**src/rtl/muldiv_sequencer.sv**
```systemverilog
// Iterative signed multiply / restoring divide sequencer for mul/div R-type ops.
// Stalls decode while iterating, then emits a single writeback beat with exception status.
module muldiv_sequencer #(
  parameter int WIDTH        = 32,
  parameter int MUL_EXC_CODE = 4,
  parameter int DIV_EXC_CODE = 5
) (
  input  logic             clock,
  input  logic             reset,
  input  logic             start_mul,
  input  logic             start_div,
  input  logic             cancel,
  input  logic [WIDTH-1:0] operand_a,
  input  logic [WIDTH-1:0] operand_b,
  input  logic [4:0]       dest_rd,
  output logic             stall,
  output logic             result_valid,
  output logic [WIDTH-1:0] result,
  output logic [4:0]       result_rd,
  output logic             exception,
  output logic [WIDTH-1:0] exc_code
);

  localparam int                CNT_W = $clog2(WIDTH) + 1;
  localparam logic [CNT_W-1:0]  LAST  = CNT_W'(WIDTH - 1);

  typedef enum logic [1:0] {
    S_IDLE,
    S_MUL,
    S_DIV,
    S_DONE
  } state_t;

  state_t               state_q, state_d;
  logic [CNT_W-1:0]     cnt_q, cnt_d;
  logic [2*WIDTH-1:0]   acc_q, acc_d;       // mul: {partial, multiplier}; div: {remainder, quotient}
  logic [WIDTH-1:0]     opb_q, opb_d;       // multiplicand or divisor magnitude
  logic                 sign_q, sign_d;
  logic [4:0]           rd_q, rd_d;
  logic                 exc_q, exc_d;
  logic [WIDTH-1:0]     result_q, result_d;
  logic [4:0]           result_rd_q, result_rd_d;
  logic [WIDTH-1:0]     exc_code_q, exc_code_d;

  logic [WIDTH-1:0]     mag_a, mag_b;
  logic [WIDTH:0]       mul_sum;
  logic [2*WIDTH-1:0]   mul_next, prod_s;
  logic                 mul_ovf;
  logic [WIDTH:0]       div_shift, div_trial;
  logic [2*WIDTH-1:0]   div_next;
  logic [WIDTH-1:0]     quo_s;

  // NOTE: every signal written here gets a default first, so no path can infer a latch.
  always_comb begin
    mag_a     = operand_a[WIDTH-1] ? -operand_a : operand_a;
    mag_b     = operand_b[WIDTH-1] ? -operand_b : operand_b;

    mul_sum   = {1'b0, acc_q[2*WIDTH-1:WIDTH]} + (acc_q[0] ? {1'b0, opb_q} : '0);
    mul_next  = {mul_sum, acc_q[WIDTH-1:1]};
    prod_s    = sign_q ? -mul_next : mul_next;
    // Signed product fits WIDTH bits only if the top WIDTH+1 bits are a pure sign extension.
    mul_ovf   = !((&prod_s[2*WIDTH-1:WIDTH-1]) || !(|prod_s[2*WIDTH-1:WIDTH-1]));

    div_shift = {acc_q[2*WIDTH-1:WIDTH], acc_q[WIDTH-1]};
    div_trial = div_shift - {1'b0, opb_q};
    div_next  = {(div_trial[WIDTH] ? div_shift[WIDTH-1:0] : div_trial[WIDTH-1:0]),
                 acc_q[WIDTH-2:0], ~div_trial[WIDTH]};
    quo_s     = sign_q ? -div_next[WIDTH-1:0] : div_next[WIDTH-1:0];

    state_d     = state_q;
    cnt_d       = cnt_q;
    acc_d       = acc_q;
    opb_d       = opb_q;
    sign_d      = sign_q;
    rd_d        = rd_q;
    exc_d       = exc_q;
    result_d    = result_q;
    result_rd_d = result_rd_q;
    exc_code_d  = exc_code_q;
    stall       = 1'b0;

    case (state_q)
      S_IDLE: begin
        stall = start_mul | start_div;
        if (start_mul || start_div) begin
          rd_d   = dest_rd;
          sign_d = operand_a[WIDTH-1] ^ operand_b[WIDTH-1];
          cnt_d  = '0;
          if (start_mul) begin
            state_d = S_MUL;
            acc_d   = {{WIDTH{1'b0}}, mag_b};
            opb_d   = mag_a;
          end else if (operand_b == '0) begin
            state_d     = S_DONE;
            result_d    = '0;
            result_rd_d = dest_rd;
            exc_d       = 1'b1;
            exc_code_d  = WIDTH'(DIV_EXC_CODE);
          end else begin
            state_d = S_DIV;
            acc_d   = {{WIDTH{1'b0}}, mag_a};
            opb_d   = mag_b;
          end
        end
      end
      S_MUL: begin
        stall = 1'b1;
        acc_d = mul_next;
        cnt_d = cnt_q + 1'b1;
        if (cnt_q == LAST) begin
          state_d     = S_DONE;
          result_d    = prod_s[WIDTH-1:0];
          result_rd_d = rd_q;
          exc_d       = mul_ovf;
          exc_code_d  = mul_ovf ? WIDTH'(MUL_EXC_CODE) : '0;
        end
      end
      S_DIV: begin
        stall = 1'b1;
        acc_d = div_next;
        cnt_d = cnt_q + 1'b1;
        if (cnt_q == LAST) begin
          state_d     = S_DONE;
          result_d    = quo_s;
          result_rd_d = rd_q;
          exc_d       = 1'b0;
          exc_code_d  = '0;
        end
      end
      S_DONE: begin
        state_d = S_IDLE;
      end
      default: begin
        state_d = S_IDLE;
      end
    endcase

    if (cancel) begin
      state_d = S_IDLE;
    end
  end

  // NOTE: sequential state uses non-blocking assignments so every register samples pre-edge values.
  always_ff @(posedge clock or negedge reset) begin
    if (!reset) begin
      state_q     <= S_IDLE;
      cnt_q       <= '0;
      acc_q       <= '0;
      opb_q       <= '0;
      sign_q      <= 1'b0;
      rd_q        <= '0;
      exc_q       <= 1'b0;
      result_q    <= '0;
      result_rd_q <= '0;
      exc_code_q  <= '0;
    end else begin
      state_q     <= state_d;
      cnt_q       <= cnt_d;
      acc_q       <= acc_d;
      opb_q       <= opb_d;
      sign_q      <= sign_d;
      rd_q        <= rd_d;
      exc_q       <= exc_d;
      result_q    <= result_d;
      result_rd_q <= result_rd_d;
      exc_code_q  <= exc_code_d;
    end
  end

  // A cancel arriving in the DONE cycle suppresses the writeback beat.
  assign result_valid = (state_q == S_DONE) && !cancel;
  assign exception    = result_valid && exc_q;
  assign result       = result_q;
  assign result_rd    = result_rd_q;
  assign exc_code     = exc_code_q;

endmodule

```
**config.mk**
```make
export PLATFORM = sky130hd
export DESIGN_NAME = muldiv_sequencer
export DESIGN_NICKNAME = d
export VERILOG_FILES = /design/src/rtl/muldiv_sequencer.sv
export SDC_FILE = /design/constraint.sdc
export NUM_CORES = 1
export LEC_CHECK = 0
export ABC_CLOCK_PERIOD_IN_PS = 5400
export CORE_MARGIN = 2
export CORE_UTILIZATION = 40
export CTS_BUF_LIST = sky130_fd_sc_hd__clkbuf_2 sky130_fd_sc_hd__clkbuf_4 sky130_fd_sc_hd__clkbuf_8
export DETAILED_ROUTE_END_ITERATION = 16
export SYNTH_ARGS = -nofsm -noshare
export SYNTH_HDL_FRONTEND = slang
export SYNTH_SLANG_ARGS = --single-unit
```
**constraint.sdc**
```tcl
create_clock -name clock -period 5.4 [get_ports clock]
set_input_delay 1.62 -clock clock [delete_from_list [all_inputs] [get_ports clock]]
set_output_delay 1.62 -clock clock [all_outputs]
set_load 0.03 [all_outputs]
```
# After elaboration in Yosys (flattened, before gate mapping)
# Index checks and enable logic that the tools add are counted.
[totals]
regBits = 180
inputBits = 74
out_inout_bits = 72
wordCells = 100
[classes]
n_addsub = 7
eq_ne = 14
mux = 45
bitwise = 3
n_reduce_logical = 21
[ops]
columns = ["cell", "n"]
rows = [
  ["$mux W32", 17],
  ["$mux W64", 4],
  ["$pmux W32 S3", 2],
  ["$pmux W64 S3", 1],
  ["$neg A32 Y32", 3],
  ["$neg A64 Y64", 1],
  ["$add A32 B32 Y33", 1],
  ["$reduce_and A33 Y1", 1],
  ["$reduce_or A33 Y1", 1],
  ["$sub A33 B32 Y33", 1],
  ["$logic_not A32 Y1", 1],
  ["$mux W5", 4],
  ["$ne A2 B2 Y1 const B", 6],
  ["$pmux W6 S2", 1],
  ["$pmux W5 S2", 1],
  ["$mux W2", 4],
  ["$add A6 B1 Y6 const B", 1],
  ["$eq A6 B5 Y1 const B", 1],
  ["$mux W1", 6],
  ["$mux W6", 1],
  ["$ne A3 B3 Y1 const B", 2],
  ["$pmux W2 S3", 1],
  ["$reduce_and A2 Y1", 3],
  ["$reduce_and A3 Y1", 2],
  ["19 further kinds", 24],
]

# Logic depth before layout (Yosys ltp)
# Gate-level depths: netlist (run 1).
[logic_depth]
word_depth = 10
ltp_mapped = 22

# Least setup slack after synthesis (run 1)
# No wires, ideal clock.
[synth_path]
path_type = "reg-to-reg"
startpoint = "reg acc_q[0]"
endpoint = "reg exc_code_q[2], in the netlist exc_code[2]"
arrival_ps = 4758
path_slack_ps = 514
path_stages_with_launch = 19
path_buffers = 3
cell_sequence = "dfrtp_1 -> inv_1 -> clkbuf_1 -> nor2_1 -> ha_1 -> clkbuf_1 -> o21ai_0 -> o21a_1 -> o31ai_1 -> xnor2_1 -> o21ai_0 -> buf_6 -> or4_1 -> o21ai_0 -> xor2_1 -> nand3_1 -> or4_1 -> o41ai_2 -> o21ai_1"
[synth_via]
elab_chain_cells = 10
word_cells_on_any_way = 11
[synth_rtl]
columns = ["item", "line_no", "source"]
rows = [
  ["from (decl)", "36", "logic [2*WIDTH-1:0] acc_q, acc_d;"],
  ["from (signal assigned)", "148", "acc_q <= '0;"],
  ["from (signal assigned)", "159", "acc_q <= acc_d;"],
  ["$mux W32 *", "58", "mul_sum = {1'b0, acc_q[2*WIDTH-1:WIDTH]} + (acc_q[0] ? {1'b0, opb_q} : '0);"],
  ["$add A32 B32 Y33 *", "58", ""],
  ["$neg A64 Y64", "60", "prod_s = sign_q ? -mul_next : mul_next;"],
  ["$mux W64 *", "60", ""],
  ["$reduce_or A33 Y1", "62", "mul_ovf = !((&prod_s[2*WIDTH-1:WIDTH-1]) || !(|prod_s[2*WIDTH-1:WIDTH-1]));"],
  ["$logic_not A1 Y1", "62", ""],
  ["$logic_or A1 B1 Y1 *", "62", ""],
  ["$mux W3 *", "115", "exc_code_d = mul_ovf ? WIDTH'(MUL_EXC_CODE) : '0;"],
  ["$mux W32 *", "110", "if (cnt_q == LAST) begin"],
  ["$pmux W32 S3 *", "82", "case (state_q)"],
  ["to (signal assigned)", "166", "exc_code_q <= exc_code_d;"],
  ["to (decl)", "43", "logic [WIDTH-1:0] exc_code_q, exc_code_d;"],
]
# Every way passes the cells marked *; elsewhere a longest branch is shown, timed or not. The select of a mux whose other input is x is not followed.
# A chain may end at the register's enable or synchronous reset.

# Worst setup path in the final report (run 1)
# Ends and elaborated chain as after synthesis.

==> metrics.cfg, run 1 <==
[hold_path]
hp-class=reg -> reg
min_path_cells=2
hp-start=opb_q[10]

[setup_path]
reg2regPathDepth=17
worstReg2RegStart=acc_q[0]
worstSetupEndpointType=flop
critPathSlowestCell=or4_1
required_ns=5.78
cp_cell_sequence=inv_1 -> buf_4 -> nor2_1 -> ha_1 -> buf_4 -> nor4_1 -> o21a_2 -> o211ai_1 -> a21o_2 -> or4_1 -> or4_1 -> o31ai_2 -> xor2_1 -> nand3_1 -> or4_1 -> o41ai_2 -> o21ai_1
startpoint_type=flop
cp-endpoint=exc_code[2]
crit_start=acc_q[0]
cp.arrival_ns=5.48
crit_path_max_fanout=20
max_stage_delay_ns=0.66
crit_top_cell=or4_1
r2r-end=exc_code[2]
rrSetupSlack_ns=0.30
critPathKind=reg -> reg

[grt]
grt_pass1_wl_um=93320
grt_max_degree=108
first_global_vias=16390
grt_use_total_pct=26.94
grt_overflow=0
grt_antenna_before_repair=0

[drt]
firstDrtPassIters=6
drt_iter0_markers=1737
vias_per_cell=6.038
wl_um=59430
post_drt_wl_per_cell_um=20.86
drc=0
final_antenna_net_count=0
via_count=17202

[timing]
drv_slew=0
period_share_pct=94.50
rsz0062_at_grt=false
hold_slack_ns=0.4826
finalHoldViolCount=0
tightest_slew_ns=0.8809
final.min_clock_period_ns=5.103
clock_skew_ns=0.03462
relSlewSlack_pct=40.85
fmax_mhz=196.0
setup_viol=0

[synthesis]
synth-seq-cells=149
async_reset_ff_share_pct=100.0
synth_flop_cell=dfrtp_1
synth_mux_area_share_pct=3.242
synth_top_family_by_area=compound AO/OA/AOI/OAI gates
syn-mean-instance-area_um2=7.503
syn-cell-area_mm2=0.01660
synthAdderAreaFrac_pct=5.895
synth_cells=2212
synth_compound_area_share_pct=28.91
synth_edf_count=0
yosys_warnings=0
synth_xor_area_share_pct=9.551
seq_area_frac_synth_pct=22.47
yosys.area_share.simple_pct=22.07
ys_types=99

[power_and_ir_drop]
total_leakage_power_nw=7.679
finalPower_mw=11.82
p_per_area_mw_per_mm2=622.7
ir_worst_vdd_v=0.0004080

[die]
fp.dieW_um=207.7
rows=74
io_pins=146
initial_utilization_pct=40.56
die_h_um=207.7
core_mm2=0.04092
dieArea_mm2=0.04314

[layout]
layout_common_cells=217 x nand2_1, 214 x nor2_1, 195 x o21ai_0
instances_no_fill=2849
layout-area-overhead-vs-synth_pct=14.38
seqCellArea_mm2=0.003730
final_common_cell=nand2_1
multiInputGateArea_mm2=0.01174
antenna_cells=0
final_core_util_pct=46.39
layout-drive-gt1-share_pct=11.18
fill_cells=4146
fin_area_mm2=0.01898
nNetsFinal=2455

[place]
numPlacedInstances=2817
dp_hpwl_um=45910
placed_area_mm2=0.01853
portBuffers=115
place_congestion=0.9467

[cts]
cts_tree=built
cts_setup_buffers=0
max-clock-path-buffers=2
cts_made_buffers=17
clock_latency_ns=0.50
root_buffer=clkbuf_8
clock-sinks=149
clkTransAtPathRegs_ns=0.10
htree_levels=4
holdBufCountCts=0

[status]
status=completed

[flow_run]
max-cap-violations=0

critical path: cells and delay by family, from the launching register on:
kind                       cells  cell delay, ns
and+or+nand+nor                6            2.30
DFF                            1            0.42
xor gates and xnor gates       1            0.24
buffers and inverters          3            0.54
adders and majority gates      1            0.21
AOI/OAI and AO/OA              6            1.28
sequential cells by signal (all words and copies together) (netlist names):
register	flops
sign_q	1
cnt_q	6
acc_q	64
result_rd	5
opb_q	32
state_q	2
result	32
rd_q	5
exc_code	2
cell families after synthesis:
family                   Yosys count
AO/OA/AOI/OAI                    735
XOR/XNOR                         181
adder cells (fa/ha/maj)           77
buffers and inverters            274
flip-flops                       149
multiplexers                      50
other                              1
AND/OR/NAND/NOR                  745
through the flow:
stage / worst slack, ns / setup TNS (ns)
2_1_floorplan: 0.5142 / 0
3_3_place_gp: -0.08653 / -0.08653
3_5_place_dp: -0.07289 / -0.08220
4_1_cts: 0.1905 / 0
5_1_grt: 0.02216 / 0
6_report: 0.2970 / 0
power breakdown:
group	internal (mW)	total, mW	switching, mW
Clock	0.420	0.958	0.538
Combinational	3.38	8.69	5.31
Sequential	1.60	2.17	0.574
layout make-up:
class,instances,share of cell area [%]
multi-input combinational,1818,61.85
sequential,149,19.65
timing repair buffer,241,11.29
tap,532,3.506
inverter,77,1.522
clock buffer,20,1.450
clock inverter,12,0.7316
synthesized netlist by cell type, types with 13 or more instances:
cell type	instances	area share [%]
nor2_1	214	4.8
o211ai_1	16	0.72
a22oi_1	20	0.90
nor4_1	27	1.0
mux2i_1	20	1.2
xnor2_1	114	6.0
inv_1	75	1.7
or2_2	22	0.83
buf_1	15	0.34
mux2_2	30	2.0
o21a_1	17	0.77
ha_1	75	5.7
nor3_1	55	1.7
nand3_1	36	1.1
o41ai_1	23	1.2
clkbuf_1	127	2.9
o31ai_1	54	2.4
a21oi_1	186	5.6
or4_1	26	1.2
a21o_1	26	1.2
nand4_1	15	0.57
xor2_1	67	3.5
o21ai_0	196	5.9
nand2_1	218	4.9
and2_1	13	0.49
or3_1	28	1.1
buf_4	32	1.4
a31oi_1	17	0.64
dfrtp_1	149	22
a221o_1	21	1.3
a211oi_1	20	0.90
nand2b_1	23	0.87
a221oi_1	25	1.3
how the worst min path moves through the flow:
stage / to / slack (ns)
5_1_grt: result[4] / 0.51
6_report: opb_q[10] / 0.48
4_1_cts: opb_q[21] / 0.49
3_3_place_gp: opb_q[6] / 0.46
2_1_floorplan: opb_q[29] / 0.45
3_5_place_dp: opb_q[21] / 0.47
timing repair:
action                                  in CTS  in global routing
hold endpoints to repair                     0                  0
gates resized for setup                      0                  9
endpoints found under the setup margin       0                  1
routing by layer:
layer | GRT usage, % | routed length [um]
met1 | 36.75 | 26290
met2 | 45.07 | 27800
met3 | 3.616 | 4175
met4 | 6.530 | 1169
met5 | 0 | 0
Power figures use the tool's default switching activity.
==> run 2, diff against run 1 <==
==> constraint.sdc (replaced) <==
create_clock -name clock -period 5.4 [get_ports clock]
set_input_delay 1.08 -clock clock [delete_from_list [all_inputs] [get_ports clock]]
set_output_delay 1.08 -clock clock [all_outputs]
set_load 0.05 [all_outputs]
==> run 2 against run 1 <==
  * Wire length shrank 0.38%
  * Core utilization shrank 1.0 points
  * Critical path depth shrank 2
  * Hold slack lost 0.0019 ns
  * Register-to-register slack lost 0.10 ns
  * Sequential share of layout area grew 0.45 points
  * Via count shrank 0.64%
  * Die area is the same
  * Final cell count shrank 1.6%
  * Clock skew shrank 0.0079 ns
  * Critical endpoint unchanged
==> metrics.cfg, run 2 (synthesis gave the netlist of run 1 again) <==
[setup_path]
critPathSlowestCell=or4_2
worstSetupEndpointType=flop
critPathKind=reg -> reg
worst_path_dominant_cell_family=simple AND/OR/NAND/NOR gates
r2r-end=exc_code[2]
worstReg2RegStart=acc_q[0]
crit_path_max_fanout=7  ; -65%
max_stage_delay_ns=0.61  ; -0.05 ns
cp_cell_sequence=and2_1 -> ha_2 -> inv_1 -> fa_2 -> or2b_2 -> or4_2 -> or4_4 -> or3_4 -> nor4_4 -> nand3_2 -> nor4b_4 -> a31oi_1 -> o32a_1 -> o41ai_2 -> o21ai_1
startpoint_type=flop
required_ns=5.80  ; +0.02 ns
crit_buf_inv=1  ; -2
rrSetupSlack_ns=0.20  ; -0.10 ns
reg2regPathDepth=15  ; -2
cp.arrival_ns=5.61  ; +0.13 ns

[timing]
tightest_slew_ns=1.176  ; +0.2951 ns
setup_ws_ns=0.1957  ; -0.1014 ns
final.min_clock_period_ns=5.204  ; +0.1014 ns
clock_skew_ns=0.02675  ; -0.007867 ns
drv_slew=0  ; unchanged
rsz0062_at_grt=false
finalHoldViolCount=0  ; unchanged
relSlewSlack_pct=21.36  ; -19 points
period_share_pct=96.38  ; +1.9 points
fmax_mhz=192.1  ; -1.9%
hold_slack_ns=0.4807  ; -0.001895 ns
setup_tns_ns=0  ; unchanged
setup_viol=0  ; unchanged

[layout]
top_register=acc_q
nNetsFinal=2409  ; -1.9%
final_core_util_pct=45.37  ; -1.0 points
layout_common_cells=217 x nand2_1, 214 x nor2_1, 196 x o21ai_0
layout-area-overhead-vs-synth_pct=11.88
final_common_cell=nand2_1
layout-drive-gt1-share_pct=9.251  ; -1.9 points
antenna_cells=0  ; unchanged
fill_cells=4217  ; +1.7%
largest_reg_flops=64  ; unchanged

[place]
dp_hpwl_um=45390  ; -1.1%
place_congestion=0.9333  ; -1.4%
place_ws_ns=0.1726  ; +0.2455 ns
portBuffers=115  ; unchanged

[drt]
wl_um=59200  ; -0.38%
vias_per_cell=6.100  ; +1.0%
via_count=17092  ; -0.64%
firstDrtPassIters=6  ; unchanged
drc=0  ; unchanged
final_antenna_net_count=0  ; unchanged
post_drt_wl_per_cell_um=21.13  ; +1.3%
drt_iter0_markers=1453  ; -16%

[grt]
grt_antenna_before_repair=0  ; unchanged
grt_use_total_pct=27.05  ; +0.12 points
grt_pass1_wl_um=92600  ; -0.78%
grt_overflow=0  ; unchanged
grt_max_degree=119  ; +10%
first_global_vias=16135  ; -1.6%

[power_and_ir_drop]
p_sw_share_pct=55.67  ; +1.3 points
seq_power_share_pct=19.0  ; +0.6 points
p_int_mw=5.230  ; -3.1%
p_per_area_mw_per_mm2=635.3  ; +2.0%
finalPower_mw=11.80  ; -0.20%
p_switching_mw=6.567  ; +2.2%
power_frac_comb_pct=73.5  ; about the same
p_clk_share_pct=7.5  ; -0.6 points
ir_worst_vdd_v=0.0003753  ; -8.0%
total_leakage_power_nw=7.423  ; -3.3%

[hold_path]
hp-class=reg -> reg
min_path_cells=2  ; unchanged
min_to=opb_q[2]
hp-start=opb_q[2]

[die]
core_mm2=0.04092  ; unchanged
dieArea_mm2=0.04314  ; unchanged
fp.dieW_um=207.7  ; unchanged
io_pins=146  ; unchanged
initial_utilization_pct=40.56  ; unchanged
rows=74  ; unchanged
die_h_um=207.7  ; unchanged

[cts]
root_buffer=clkbuf_8
clkTransAtPathRegs_ns=0.09  ; about the same
clock-sinks=149  ; unchanged
holdBufCountCts=0  ; unchanged
max-clock-path-buffers=2  ; unchanged
htree_levels=4  ; unchanged
cts_tree=built
clock_latency_ns=0.53  ; +0.03 ns
cts_made_buffers=17  ; unchanged

[flow_run]
max-cap-violations=0  ; unchanged

[status]
status=completed

[run 2: worst max path at each step]
| stage | start | cells past startpoint | slack [ns] | to |
|---|---|---|---|---|
| floorplan | acc_q[0] | 18 | 0.51 | exc_code[2] |
| global placement | acc_q[0] | 15 | 0.25 | exc_code[2] |
| detailed placement | acc_q[0] | 15 | 0.17 | exc_code[2] |
| CTS | acc_q[0] | 15 | 0.16 | exc_code[2] |
| global route | acc_q[0] | 15 | 0.01 | exc_code[2] |
| finish | acc_q[0] | 15 | 0.20 | exc_code[2] |
[run 2: what timing repair did]
| action | in CTS | in global routing |
|---|---|---|
| gates resized for setup | 0 | 5 |
| endpoints found under the setup margin | 0 | 1 |
| hold endpoints to repair | 0 | 0 |
| setup buffers | 0 | 2 |
[run 2: per-layer routing]
layer / track usage [%] / share of wire, % / vias to the layer above
met2: 43.40 / 45 / 644
li1: - / - / 8136
met5: 0 / 0 / -
met3: 4.750 / 7.4 / 93
met1: 36.33 / 44 / 8219
met4: 10.22 / 3.4 / 0
[run 2: area by class of cell]
type	count	area, um2	area share (%)
inverters	77	289.0	1.556
well taps	532	665.6	3.585
multi-input cells	1818	11720	63.12
flip-flops and latches	149	3731	20.09
repair buffers	195	1785	9.615
clock inverters	12	122.6	0.6603
clock buffers	19	255.2	1.375
[run 2: worst register-to-register path: stages, from the launching register on]
cell and delay [ns]:
dfrtp_2 0.41, and2_1 0.14, ha_2 0.20, inv_1 0.06, fa_2 0.57, or2b_2 0.33, or4_2 0.61, or4_4 0.49
or3_4 0.40, nor4_4 0.48, nand3_2 0.19, nor4b_4 0.38, a31oi_1 0.12, o32a_1 0.30, o41ai_2 0.30, o21ai_1 0.10
[run 2: power groups by stage]
| stage | logic, mW | registers (mW) | clock network (mW) |
|---|---|---|---|
| 6_report | 8.67 | 2.24 | 0.890 |
| 5_1_grt | 9.45 | 2.30 | 0.952 |
| 4_1_cts | 8.52 | 2.22 | 0.916 |
| 3_5_place_dp | 8.48 | 2.24 | 0 |
| 3_3_place_gp | 8.40 | 2.23 | 0 |
| 2_1_floorplan | 5.94 | 2.32 | 0 |
[run 2: metrics by stage]
step / instance area (um2) / cells
after floorplan: 16710 / 2241
after CTS: 18540 / 2800
after detailed placement: 18160 / 2769
final: 18570 / 2802
after global placement: 18160 / 2769
after global routing: 18570 / 2802
==> run 3, diff against run 2 <==
Settings changed: CORE_UTILIZATION 40 to 60, GPL_ROUTABILITY_DRIVEN set to 0, GPL_TIMING_DRIVEN set to 1, PLACE_DENSITY set to 0.82.
==> run 3 against run 2 <==
  * First-iteration DRC count grew 70%
  * Critical path depth unchanged
  * Clock power increased by 9.3%
==> metrics.cfg, run 3 (synthesis gave the netlist of run 1 again) <==
[setup_path]
required_ns=5.79  ; about the same
cp.arrival_ns=5.56  ; -0.05 ns
startpoint_type=flop
worstSetupEndpointType=flop
critPathKind=reg -> reg
crit_path_max_fanout=7  ; unchanged

[layout]
top_register=acc_q
layout-area-overhead-vs-synth_pct=9.981
seqCellArea_mm2=0.003731  ; unchanged
layout_common_cells=217 x nand2_1, 214 x nor2_1, 196 x o21ai_0
multiInputGateArea_mm2=0.01172  ; about the same
final_common_cell=nand2_1
layout-drive-gt1-share_pct=8.684  ; -0.57 points
antenna_cells=0  ; unchanged
largest_reg_flops=64  ; unchanged
nNetsFinal=2395  ; -0.58%
fill_cells=2268  ; -46%
final_core_util_pct=67.54  ; +22 points

[drt]
via_count=17791  ; +4.1%
firstDrtPassIters=7  ; +1
wl_um=54590  ; -7.8%
final_antenna_net_count=0  ; unchanged
drt_iter0_markers=2473  ; +70%
vias_per_cell=6.848  ; +12%
drc=0  ; unchanged
post_drt_wl_per_cell_um=21.01  ; -0.55%

[cts]
clock_latency_ns=0.50  ; -0.03 ns
cts_made_buffers=17  ; unchanged
cts_setup_buffers=0  ; unchanged
root_buffer=clkbuf_8
cts_tree=built
htree_levels=4  ; unchanged
clkTransAtPathRegs_ns=0.12  ; +0.03 ns
max-clock-path-buffers=2  ; unchanged
clock-sinks=149  ; unchanged
holdBufCountCts=0  ; unchanged

[hold_path]
hp-class=reg -> reg

[grt]
grt_antenna_before_repair=0  ; unchanged
grt_use_total_pct=37.48  ; +10 points
grt_max_degree=120  ; +0.84%
first_global_vias=16838  ; +4.4%
grt_pass1_wl_um=86800  ; -6.3%
grt_overflow=0  ; unchanged

[flow_run]
max-cap-violations=0  ; unchanged

[timing]
setup_ws_ns=0.2306  ; +0.03488 ns
fmax_mhz=193.4  ; +0.68%
tightest_slew_ns=1.059  ; -0.1174 ns
finalHoldViolCount=0  ; unchanged
period_share_pct=95.73  ; -0.65 points
rsz0062_at_grt=false
clock_skew_ns=0.02211  ; -0.004643 ns
setup_viol=0  ; unchanged
final.min_clock_period_ns=5.169  ; -0.03488 ns
drv_slew=0  ; unchanged
setup_tns_ns=0  ; unchanged
relSlewSlack_pct=29.21  ; +7.9 points

[power_and_ir_drop]
p_switching_mw=6.690  ; +1.9%
power_frac_comb_pct=72.2  ; -1.3 points
ir_worst_vdd_v=0.0004860  ; +30%
p_per_area_mw_per_mm2=650.1  ; +2.3%
finalPower_mw=11.87  ; +0.60%
p_clk_share_pct=8.2  ; +0.7 points
seq_power_share_pct=19.6  ; +0.6 points
p_sw_share_pct=56.37  ; +0.70 points
p_int_mw=5.178  ; -0.99%
total_leakage_power_nw=7.370  ; -0.71%

[die]
initial_utilization_pct=61.41  ; +21 points
fp.dieW_um=170.3  ; -18%
core_mm2=0.02703  ; -34%
rows=60  ; -19%
die_h_um=170.3  ; -18%
io_pins=146  ; unchanged
dieArea_mm2=0.02901  ; -33%

[place]
place_ws_ns=0.3122  ; +0.1395 ns
portBuffers=115  ; unchanged
dp_hpwl_um=41370  ; -8.9%

[status]
status=completed

-- run 3: changes by cell type in the layout (fill, tap and decap cells not counted), sizes merged --
cell | previous run | this run
inv | 80 | 81
bufinv | 1 | 0
buf | 83 | 69
clkinv | 4 | 10
clkinvlp | 4 | 1
clkbuf | 19 | 17
-- run 3: layer usage --
metal  GRT usage [%]  wire (um)  vias to the layer above
li1                -          -                     8118
met5               0          0                        -
met4           20.59       3193                        0
met3           8.535       6285                      263
met2           58.08      23840                     1187
met1           48.44      21280                     8223
-- run 3: power groups by stage --
stage               sequential, mW  clock (mW)  combinational [mW]
floorplan                     2.32           0                5.94
global placement              2.27           0                8.03
detailed placement            2.29           0                8.25
CTS                           2.27       0.968                8.30
global route                  2.37        1.01                9.20
finish                        2.32       0.973                8.57
-- run 3: final cells by class --
cell class | instances | share of cell area [%]
multi-input combinational | 1818 | 64.19
inverter | 77 | 1.604
clock inverter | 15 | 1.076
clock buffer | 17 | 1.282
tap | 341 | 2.337
sequential | 149 | 20.44
timing repair buffer | 181 | 9.068
-- run 3: what timing repair did --
item                                    in CTS  in global routing
endpoints found under the setup margin       0                  1
resized for setup                            0                  6
hold endpoints to repair                     0                  0
-- run 3: worst paths after layout --
check                           start     endpoint  slack, ns  cells after the start
max                          acc_q[0]  exc_code[2]       0.23                     15
min                        result[18]   result[18]       0.49                      2
max reg2reg                  acc_q[0]  exc_code[2]       0.23                     15
min reg2reg                result[18]   result[18]       0.49                      2
max in group asynchronous       reset   result[19]       3.68                      2
min in group asynchronous       reset    opb_q[16]       0.64                      1
-- run 3: stage by stage --
step	instance area [um2]	hold slack, ns	cells
after floorplan	16710	0.4497	2241
after global placement	17810	0.4620	2566
after detailed placement	17810	0.4662	2566
after CTS	18240	0.4898	2598
after global routing	18250	0.5123	2598
final	18250	0.4852	2598
-- run 3: worst max-delay path: stages, from the launching register on --
cell      delay (ns)
dfrtp_2         0.42
and2_1          0.15
ha_1            0.20
inv_1           0.07
fa_1            0.58
or2b_2          0.33
or4_2           0.60
or4_4           0.48
or3_4           0.40
nor4_4          0.44
a21oi_1         0.15
xnor2_1         0.17
nor4b_1         0.47
nand4b_1        0.16
o41ai_1         0.36
o21ai_1         0.09
